`src/rtl/pe_row.sv`:
```
// Parametrised 1-D systolic MAC row: NTAP stages share a broadcast activation,
// with double-buffered weights, fill tracking, optional ReLU and output clamp.
module pe_row #(
  parameter int NTAP = 5,
  parameter int XW   = 8,
  parameter int WW   = 8,
  parameter int PIW  = 16,
  parameter int POW  = 19
) (
  input  logic                  iCLK,
  input  logic                  iRST,
  input  logic                  iWLoad,
  input  logic signed [WW-1:0]  iWData,
  input  logic                  iWCommit,
  input  logic                  iClear,
  input  logic                  iValid,
  input  logic signed [XW-1:0]  iX,
  input  logic signed [PIW-1:0] iPsum,
  input  logic                  iRelu,
  output logic                  oValid,
  output logic signed [POW-1:0] oPsum,
  output logic                  oSat
);

  localparam int PW = XW + WW;
  localparam int AW = ((PIW > PW) ? PIW : PW) + $clog2(NTAP + 1);
  localparam int CW = $clog2(NTAP);
  localparam int EW = ((AW > POW) ? AW : POW) + 1;

  localparam logic signed [EW-1:0] HI = {{(EW-POW+1){1'b0}}, {(POW-1){1'b1}}};
  localparam logic signed [EW-1:0] LO = {{(EW-POW+1){1'b1}}, {(POW-1){1'b0}}};

  // Handshake: iValid qualifies iX/iPsum and there is no backpressure; a sample
  // is consumed on every edge with iValid=1 and iClear=0. oValid is a one-cycle
  // pulse marking oPsum/oSat, which the consumer must take in that cycle.

  logic signed [WW-1:0] s_q [NTAP];
  logic signed [WW-1:0] w_q [NTAP];
  logic signed [AW-1:0] p_q [NTAP];
  logic signed [AW-1:0] p_d [NTAP];
  logic signed [PW-1:0] prod [NTAP];
  logic signed [AW-1:0] prod_ext [NTAP];
  logic [CW-1:0]        cnt_q;
  logic                 last;
  logic                 sat_d;
  logic signed [AW-1:0] r_out;
  logic signed [EW-1:0] r_ext;

  function automatic logic signed [AW-1:0] relu(input logic signed [AW-1:0] v,
                                                input logic en);
    return (en && v[AW-1]) ? '0 : v;
  endfunction

  function automatic logic over(input logic signed [AW-1:0] v);
    logic signed [EW-1:0] ve;
    ve = {{(EW-AW){v[AW-1]}}, v};
    return (ve > HI) || (ve < LO);
  endfunction

  always_comb begin
    for (int k = 0; k < NTAP; k++) begin
      prod[k]     = $signed({{XW{w_q[k][WW-1]}}, w_q[k]}) * $signed({{WW{iX[XW-1]}}, iX});
      prod_ext[k] = {{(AW-PW){prod[k][PW-1]}}, prod[k]};
    end
    p_d[0] = {{(AW-PIW){iPsum[PIW-1]}}, iPsum} + prod_ext[0];
    for (int k = 1; k < NTAP; k++) begin
      p_d[k] = p_q[k-1] + prod_ext[k];
    end
  end

  assign last  = (cnt_q == CW'(NTAP - 1));
  // Saturation flag is judged on the value about to land in the last stage.
  assign sat_d = over(relu(p_d[NTAP-1], iRelu));

  always_comb begin
    r_out = relu(p_q[NTAP-1], iRelu);
    r_ext = {{(EW-AW){r_out[AW-1]}}, r_out};
    if (over(r_out)) begin
      r_ext = r_out[AW-1] ? LO : HI;
    end
    oPsum = r_ext[POW-1:0];
  end

  always_ff @(posedge iCLK) begin
    if (iRST) begin
      for (int k = 0; k < NTAP; k++) begin
        s_q[k] <= '0;
        w_q[k] <= '0;
        p_q[k] <= '0;
      end
      cnt_q  <= '0;
      oValid <= 1'b0;
      oSat   <= 1'b0;
    end else begin
      if (iWLoad) begin
        s_q[0] <= iWData;
        for (int k = 1; k < NTAP; k++) begin
          s_q[k] <= s_q[k-1];
        end
      end
      if (iWCommit) begin
        for (int k = 0; k < NTAP; k++) begin
          w_q[k] <= s_q[k];
        end
      end
      if (iClear) begin
        for (int k = 0; k < NTAP; k++) begin
          p_q[k] <= '0;
        end
        cnt_q  <= '0;
        oValid <= 1'b0;
        oSat   <= 1'b0;
      end else if (iValid) begin
        for (int k = 0; k < NTAP; k++) begin
          p_q[k] <= p_d[k];
        end
        if (!last) begin
          cnt_q <= cnt_q + CW'(1);
        end
        oValid <= last;
        oSat   <= last && sat_d;
      end else begin
        oValid <= 1'b0;
        oSat   <= 1'b0;
      end
    end
  end

endmodule

```
`config.mk`:
```
export PLATFORM = sky130hd
export DESIGN_NAME = pe_row
export DESIGN_NICKNAME = d
export VERILOG_FILES = /design/src/rtl/pe_row.sv
export SDC_FILE = /design/constraint.sdc
export NUM_CORES = 1
export LEC_CHECK = 0
export ABC_AREA = 1
export CAP_MARGIN = 20
export CORE_UTILIZATION = 28
export DETAILED_ROUTE_END_ITERATION = 7
export SLEW_MARGIN = 20
export SYNTH_ARGS = -nofsm -noshare
export SYNTH_HDL_FRONTEND = slang
export SYNTH_SLANG_ARGS = --single-unit
```
`constraint.sdc`:
```
create_clock -name iCLK -period 16.01 [get_ports iCLK]
set_input_delay 4.803 -clock iCLK [delete_from_list [all_inputs] [get_ports iCLK]]
set_output_delay 4.803 -clock iCLK [all_outputs]
set_load 0.005 [all_outputs]
```
==> flow_summary.yaml, run 1 <==
setup_path:
  cp.required_ns: 11.21
  slowest_delay_ns: 0.52
  rr_startpoint: "w_q[0][23]$_SDFFCE_PN0P_"
  cp_cell_sequence: "clkdlybuf4s50_1 -> nand2_1 -> clkinv_1 -> nor2_1 -> clkdlybuf4s50_1"
  rr_worst_depth: 17
  path_buf_inv: 3
  critical_path_class: "input pin to output pin"
  arrival_ns: 6.47
  cp_top_family: "buffers and inverters"
  crit_start: "iRelu"
  path_depth: 5
  r2r-end: "p_q[0][56]$_SDFFCE_PN0P_"
  crit_top_cell: "clkdlybuf4s50_1"
  setup.worst_path.end_class: "output pin"
  critPathMaxFanout: 18
  r2r_slack_ns: 10.90
  cp_slowest_cell: "clkdlybuf4s50_1"
  crit_path_start_kind: "input pin"
timing:
  hold_ws_ns: 0.484
  period_share_pct: 70.4
  max_slew.worst_pin.slew_ns: 1.05
  setup_tns_ns: 0
  slew_headroom_pct: 29.7
  max_freq_ghz: 0.0887
  skew_ns: 0.0145
  min_period_ns: 11.27
  report.final.setup_viol: 0
  rsz0062_at_grt: "no"
  hold_viol_final: 0
  final_max_slew_viol_count: 0
cts:
  holdBufCountCts: 0
  clk_latency_ns: 0.47
  ctsResizeCount: 0
  postCtsSetupRepairBufs: 0
  cts_tree: "yes"
  cts-buffers-inserted: 17
  path_clk_slew_ns: 0.08
  cts_max_path_buffers: 2
  cts_num_sinks: 178
  root_buffer: "clkbuf_16"
  cts.htree.levels: 4
min_path:
  hold_path_end: "cnt_q[1]$_SDFFE_PP0P_"
  hold_depth: 2
  hp-class: "flop to flop"
  min_from: "cnt_q[1]$_SDFFE_PP0P_"
power:
  pwr-share-seq_pct: 17.2
  p_int_w: 0.00183
  p_comb_share_pct: 70.2
  power_leakage_nw: 14.1
  clkPwrFrac_pct: 12.6
  powerDensity_nw_per_um2: 138
  swShare_pct: 50.6
  p_switching_w: 0.00187
  finalPower_w: 0.00370
  max-vdd-ir-drop_uv: 75.3
layout:
  diodes: 0
  fin_util_pct: 31.0
  finalNetCount: 3472
  design_area_sq_um: 26900
  fillers: 9084
  synthToLayoutAreaGrowth_pct: 9.58
  layout-drive-gt1-share_pct: 3.87
place:
  hpwl_um: 38300
  io_buffers: 59
  placed_cell_area_sq_um: 26200
  gp_congestion: 0.824
flow_run:
  maxCapViolations: 0
synthesis:
  yosysMostFrequentCell: "inv_1"
  synthTopCellsByCount: "inv_1 (807), nand2_1 (532), fa_1 (411), nor2_1 (246), ha_1 (215)"
  synth_cell_types: 38
  syn_inst: 2809
  synth_seq_cells: 178
  synth_top_family_by_area: "adder cells"
  synth_compound_area_share_pct: 3.94
  avgSynthCellArea_sq_um: 8.72
  yosysTopAreaCell: "fa_1"
  synth-async-reset-ratio_pct: 0
  synth_mux_area_share_pct: 0
  synth-xor-area-share_pct: 0.822
  ys_seq_area_share_pct: 21.6
  yosys.area_share.simple_pct: 15.1
  yosysWarnings: 0
  synth_area_leaders: "fa_1 (34%), edfxtp_1 (21%), inv_1 (12%)"
  synth_fa_ha_area_share_pct: 44.6
  ys.flop_type: "edfxtp_1"
  syn_area_sq_um: 24500
  synth_edf_count: 173
  synth.net_count: 3474
  synth_top_area_share_pct: 33.6
run_status:
  outcome: "complete, no violations"
floorplanning:
  start_util_pct: 28.2
  die_h_um: 298
  core_sq_um: 86800
  rows: 108
  io_pins: 60
  die_area_sq_um: 88700
  dieWidth_um: 298
detailed_routing:
  wl_um: 48100
  first_pass_iters: 5
  via_count: 16600
  drt_iter0_drc: 644
  drc: 0
  ant_nets: 0
  drt-wirelength-per-cell_um: 12.1
  via_per_inst: 4.18
global_routing:
  grt_pass1_vias: 18400
  track_usage_pct: 11.6
  grt_pass1_wl_um: 85000
  grt_overflow_total: 0
  antenna_found_initial: 0
  grt_max_degree: 77
-- worst max-delay path by stage --
stage	end
after global placement	oPsum[1]
final	oPsum[2]
after detailed placement	oPsum[4]
after CTS	oPsum[4]
after floorplan	oPsum[10]
after global routing	oPsum[2]
-- layer usage --
metal / wire length [um] / vias to the layer above / GRT usage, %
met5: 0 / - / 0
met4: 912 / 0 / 2.94
met3: 1090 / 71 / 1.60
met2: 25800 / 184 / 22.7
met1: 20300 / 8159 / 13.1
li1: - / 8210 / -
-- registers in the layout, summed over array words and instances (netlist names) --
signal	count
p_q	93
w_q	40
s_q	40
oValid	1
cnt_q	3
oSat	1
-- cells in the final DEF (no fill, tap or decap), drive strengths merged --
master	netlist	routed
nand2	540	540
and2	1	1
dfxtp	5	5
a21oi	99	99
conb	1	1
edfxtp	173	173
nand4	5	5
clkinv	1	5
o211ai	1	1
a31oi	1	1
o21ai	49	49
nor3	2	2
a21o	3	3
clkdlybuf4s50	0	53
inv	809	818
o21bai	8	8
clkbuf	83	17
nor2	251	251
nand3	67	67
nand3b	7	7
o21a	14	14
bufinv	0	2
or2	29	29
buf	9	18
ha	215	215
xnor2	13	13
fa	411	411
nor3b	2	2
xor2	10	10
-- cell type report --
class / count / area, sq um / share of cell area, %
multi-input cells: 1729 / 15800 / 58.8
flip-flops and latches: 178 / 5300 / 19.7
inverters: 810 / 3040 / 11.3
well taps: 1155 / 1450 / 5.38
repair buffers: 71 / 651 / 2.42
clock buffers: 17 / 425 / 1.58
clock inverters: 15 / 206 / 0.769
-- power by group through the flow --
| stage | sequential [W] | clock (W) | combinational, W |
|---|---|---|---|
| 3_5_place_dp | 0.000648 | 0 | 0.00261 |
| 2_1_floorplan | 0.000627 | 0 | 0.00207 |
| 6_report | 0.000636 | 0.000465 | 0.00260 |
| 4_1_cts | 0.000638 | 0.000473 | 0.00264 |
| 5_1_grt | 0.000646 | 0.000488 | 0.00307 |
| 3_3_place_gp | 0.000646 | 0 | 0.00256 |
-- worst register-to-register path: cells and delay by family, from the launching register on --
family | cells | cell delay, ns
fa+ha+maj | 6 | 2.88
flops | 1 | 0.51
simple gates | 10 | 1.32
buf+inv | 1 | 0.18
-- metrics by stage --
stage,cells,worst slack (ns)
final,3975,4.74
after global routing,3975,4.48
after CTS,3975,4.61
after floorplan,2809,5.85
after global placement,3943,4.64
after detailed placement,3943,4.62
-- kinds of logic (layout without fill, tap and decap cells) --
| logic type | after synthesis | after routing |
|---|---|---|
| compound gates | 175 | 175 |
| xor+xnor | 23 | 23 |
| fa+ha+maj | 626 | 626 |
| buf+inv | 902 | 913 |
| flops | 178 | 178 |
| other cells | 1 | 1 |
| simple gates | 904 | 904 |
Note: power is estimated with default switching activity, not from simulation.
==> run 2, diff against run 1 <==
==> constraint.sdc (replaced) <==
create_clock -name iCLK -period 11.75 [get_ports iCLK]
set_input_delay 3.525 -clock iCLK [delete_from_list [all_inputs] [get_ports iCLK]]
set_output_delay 3.525 -clock iCLK [all_outputs]
set_load 0.005 [all_outputs]
==> flow_summary.yaml, run 2 (same netlist as run 1, synthesis figures left out) <==
run_status:
  outcome: "complete, no violations"
setup_path:
  crit_start: "iX[7]"
  rr_startpoint: "w_q[0][23]$_SDFFCE_PN0P_"
  cp_cell_sequence: "clkdlybuf4s50_1 -> inv_1 -> buf_4 -> or2_2 -> fa_1 -> fa_1 -> inv_1 -> fa_1 -> fa_1 -> fa_1 -> ha_1 -> a21oi_1 -> nand2_2 -> nand2_1 -> nand2_1 -> nand3_1 -> nand3_1 -> nand2_1 -> nor2_1"
  setup.worst_path.end_class: "flop"
  cp_slowest_cell: "clkdlybuf4s50_1"
  critPathMaxFanout: 27
  crit_path_start_kind: "input pin"
  crit_top_cell: "fa_1"
  arrival_ns: 9.07
  critical_path_class: "input pin to flop"
  cp.required_ns: 11.99
  slowest_delay_ns: 0.74
power:
  clkPwrFrac_pct: 12.4
  p_int_w: 0.00248
  max-vdd-ir-drop_uv: 95.6
  p_comb_share_pct: 70.4
  p_switching_w: 0.00256
  power_leakage_nw: 14.1
  swShare_pct: 50.7
  finalPower_w: 0.00505
  pwr-share-seq_pct: 17.2
  powerDensity_nw_per_um2: 188
timing:
  skew_ns: 0.0147
  slew_headroom_pct: 34.8
  hold_ws_ns: 0.477
  hold_viol_final: 0
  rsz0062_at_grt: "no"
  max_slew.worst_pin.slew_ns: 0.978
  max_freq_ghz: 0.113
  setup_tns_ns: 0
  min_period_ns: 8.83
  report.final.setup_viol: 0
  period_share_pct: 75.2
  final_max_slew_viol_count: 0
global_routing:
  antenna_found_initial: 0
  grt_pass1_vias: 18400
  grt_overflow_total: 0
  grt_pass1_wl_um: 86300
  grt_max_degree: 58
  track_usage_pct: 11.8
cts:
  ctsResizeCount: 0
  holdBufCountCts: 0
  cts.htree.levels: 4
  cts_max_path_buffers: 2
  cts-buffers-inserted: 17
  root_buffer: "clkbuf_16"
  path_clk_slew_ns: 0.08
  cts_tree: "yes"
  clk_latency_ns: 0.48
  cts_num_sinks: 178
  postCtsSetupRepairBufs: 0
place:
  io_buffers: 59
  hpwl_um: 39100
  gp_congestion: 0.859
layout:
  top_register: "p_q"
  finalNetCount: 3472
  largest_reg_flops: 93
  final_common_cell: "inv_1"
  diodes: 0
  layout-drive-gt1-share_pct: 3.79
  largestRegisters: "p_q: 93 flops, s_q: 40 flops, w_q: 40 flops"
  mostFrequentLayoutCells: "inv_1 (807), nand2_1 (531), fa_1 (411)"
  synthToLayoutAreaGrowth_pct: 9.52
detailed_routing:
  drt_iter0_drc: 730
  drc: 0
  via_count: 16700
  wl_um: 48600
  via_per_inst: 4.20
  first_pass_iters: 5
  drt-wirelength-per-cell_um: 12.2
  ant_nets: 0
min_path:
  hp-class: "flop to flop"
  min_from: "cnt_q[1]$_SDFFE_PP0P_"
floorplanning:
  die_h_um: 298
  die_area_sq_um: 88700
  io_pins: 60
  dieWidth_um: 298
  core_sq_um: 86800
  start_util_pct: 28.2
  rows: 108
flow_run:
  maxCapViolations: 0
## run 2: worst max-delay path, delay by kind of cell
| family | cells | cell delay, ns |
|---|---|---|
| simple gates | 8 | 0.88 |
| compound gates | 1 | 0.24 |
| buf+inv | 4 | 1.70 |
| fa+ha+maj | 6 | 2.70 |
## run 2: final cells by class
type	instances	area (sq um)
fillers	9097	59900
inverters	810	3040
repair buffers	71	651
flip-flops and latches	178	5300
multi-input cells	1729	15800
clock inverters	15	189
well taps	1155	1450
clock buffers	17	425
## run 2: worst paths after layout
kind | endpoint | slack, ns | cells after the start
setup / recovery | p_q[0][37]$_SDFFCE_PN0P_ | 2.92 | 19
hold / removal | cnt_q[1]$_SDFFE_PP0P_ | 0.48 | 2
setup reg to reg | p_q[0][56]$_SDFFCE_PN0P_ | 6.60 | 17
hold reg to reg | cnt_q[1]$_SDFFE_PP0P_ | 0.48 | 2
## run 2: through the flow
stage	area, sq um	setup WS [ns]	util, %	instances
6_report	26800	2.92	30.9	3975
5_1_grt	26800	2.55	30.9	3975
4_1_cts	26800	2.87	30.9	3975
3_5_place_dp	26200	2.38	30.2	3943
3_3_place_gp	26200	2.49	30.2	3943
2_1_floorplan	24500	3.78	-	2809
## run 2: power by group through the flow
stage | sequential (W) | combinational [W] | clock (W)
2_1_floorplan | 0.000854 | 0.00282 | 0
3_3_place_gp | 0.000883 | 0.00352 | 0
3_5_place_dp | 0.000886 | 0.00356 | 0
4_1_cts | 0.000871 | 0.00361 | 0.000636
5_1_grt | 0.000881 | 0.00421 | 0.000658
6_report | 0.000869 | 0.00355 | 0.000627
## run 2: layer usage
metal / track usage, % / up-vias / share of wire (%)
met5: 0 / - / 0
li1: - / 8217 / -
met4: 2.92 / 0 / 1.8
met2: 23.4 / 206 / 54
met1: 13.1 / 8227 / 42
met3: 1.55 / 57 / 2.2
==> run 3, diff against run 2 <==
==> constraint.sdc (replaced) <==
create_clock -name iCLK -period 8.5 [get_ports iCLK]
set_input_delay 2.55 -clock iCLK [delete_from_list [all_inputs] [get_ports iCLK]]
set_output_delay 2.55 -clock iCLK [all_outputs]
set_load 0.005 [all_outputs]
==> flow_summary.yaml, run 3 (same netlist as run 1, synthesis figures left out) <==
timing:
  slew_headroom_pct: 32.3
  final_max_slew_viol_count: 0
  rsz0062_at_grt: "no"
  min_period_ns: 7.22
  max_freq_ghz: 0.138
  hold_viol_final: 0
  hold_ws_ns: 0.483
  max_slew.worst_pin.slew_ns: 1.02
  setup_tns_ns: 0
  period_share_pct: 85.0
  skew_ns: 0.0163
  report.final.setup_viol: 0
cts:
  root_buffer: "clkbuf_16"
  ctsResizeCount: 0
  cts-buffers-inserted: 17
  cts_max_path_buffers: 2
  path_clk_slew_ns: 0.08
  clk_latency_ns: 0.48
  postCtsSetupRepairBufs: 0
  cts_tree: "yes"
  cts_num_sinks: 178
  holdBufCountCts: 0
  cts.htree.levels: 4
flow_run:
  maxCapViolations: 0
layout:
  diodes: 0
  final_common_cell: "inv_1"
  finalNonFillerCells: 3991
  fin_util_pct: 31.1
  synthToLayoutAreaGrowth_pct: 10.1
  mostFrequentLayoutCells: "inv_1 (807), nand2_1 (531), fa_1 (411)"
  top_register: "p_q"
  layout-drive-gt1-share_pct: 4.41
  finalNetCount: 3488
  largest_reg_flops: 93
  largestRegisters: "p_q: 93 flops, s_q: 40 flops, w_q: 40 flops"
global_routing:
  grt_pass1_wl_um: 86200
  grt_max_degree: 58
  grt_overflow_total: 0
  grt_pass1_vias: 18300
  track_usage_pct: 11.9
  antenna_found_initial: 0
min_path:
  hold_path_end: "cnt_q[1]$_SDFFE_PP0P_"
  hp-class: "flop to flop"
  min_from: "cnt_q[1]$_SDFFE_PP0P_"
  hold_depth: 2
setup_path:
  critPathMaxFanout: 42
  r2r_slack_ns: 3.49
  r2r-end: "p_q[0][94]$_SDFFCE_PN0P_"
  rr_worst_depth: 18
  critical_path_class: "input pin to flop"
  cp.required_ns: 8.73
  arrival_ns: 7.46
  rr_startpoint: "w_q[0][39]$_SDFFCE_PN0P_"
  crit_path_start_kind: "input pin"
  setup.worst_path.end_class: "flop"
floorplanning:
  core_sq_um: 86800
  die_h_um: 298
  start_util_pct: 28.2
  die_area_sq_um: 88700
  dieWidth_um: 298
  io_pins: 60
  rows: 108
detailed_routing:
  via_per_inst: 4.18
  drt_iter0_drc: 606
  via_count: 16700
  ant_nets: 0
  first_pass_iters: 5
  wl_um: 49000
  drt-wirelength-per-cell_um: 12.3
  drc: 0
power:
  max-vdd-ir-drop_uv: 167
  power_leakage_nw: 14.2
  powerDensity_nw_per_um2: 258
place:
  placed_cells: 3959
  hpwl_um: 40300
  gp_congestion: 0.842
  io_buffers: 59
run_status:
  outcome: "complete, no violations"
[run 3: per-layer routing]
layer  vias to the layer above  global-route usage (%)  routed length (um)
met2                       199                    23.2               26400
met3                        60                    1.33                1130
met5                         -                       0                   0
met4                         0                    3.19                 873
li1                       8246                       -                   -
met1                      8182                    13.4               20600
[run 3: cell type report]
class / instances / area, sq um
well taps: 1155 / 1450
clock buffers: 17 / 425
clock inverters: 15 / 199
multi-input cells: 1729 / 15800
fillers: 9121 / 59800
repair buffers: 87 / 796
flip-flops and latches: 178 / 5300
inverters: 810 / 3040
[run 3: critical path, stage by stage]
cell and delay [ns]:
clkdlybuf4s50_1 0.45, buf_4 0.17, inv_1 0.09, buf_12 0.18
or2_2 0.31, fa_1 0.46, fa_1 0.49, inv_1 0.05
fa_1 0.45, fa_1 0.51, fa_1 0.41, ha_1 0.38
nand2_1 0.13, nand2_1 0.05, nand2_1 0.06, nand2_1 0.05
nor2_1 0.19, nor2_1 0.10, nor2_1 0.14, nand3_1 0.08
nand2_1 0.07, nor2_1 0.05
[run 3: report_power, final]
group          internal, W  total (W)  switching, W
clock             0.000407   0.000846      0.000439
sequential         0.00112    0.00120     0.0000767
combinational      0.00187    0.00493       0.00305
total              0.00340    0.00697       0.00357
[run 3: per-stage QoR]
| step | power (W) | instance area (sq um) | setup WS (ns) |
|---|---|---|---|
| global route | 0.00794 | 27000 | 0.964 |
| global placement | 0.00610 | 26400 | 0.832 |
| finish | 0.00697 | 27000 | 1.28 |
| CTS | 0.00707 | 27000 | 1.28 |
| detailed placement | 0.00618 | 26400 | 0.759 |
| floorplan | 0.00507 | 24500 | 1.51 |
[run 3: how the worst max path moves through the flow]
stage               startpoint                        to
floorplan                iX[0]  p_q[0][56]$_SDFFCE_PN0P_
global placement         iX[7]  p_q[0][94]$_SDFFCE_PN0P_
global route             iX[7]  p_q[0][94]$_SDFFCE_PN0P_
finish                   iX[7]  p_q[0][94]$_SDFFCE_PN0P_
detailed placement       iX[7]  p_q[0][94]$_SDFFCE_PN0P_
CTS                      iX[7]  p_q[0][94]$_SDFFCE_PN0P_
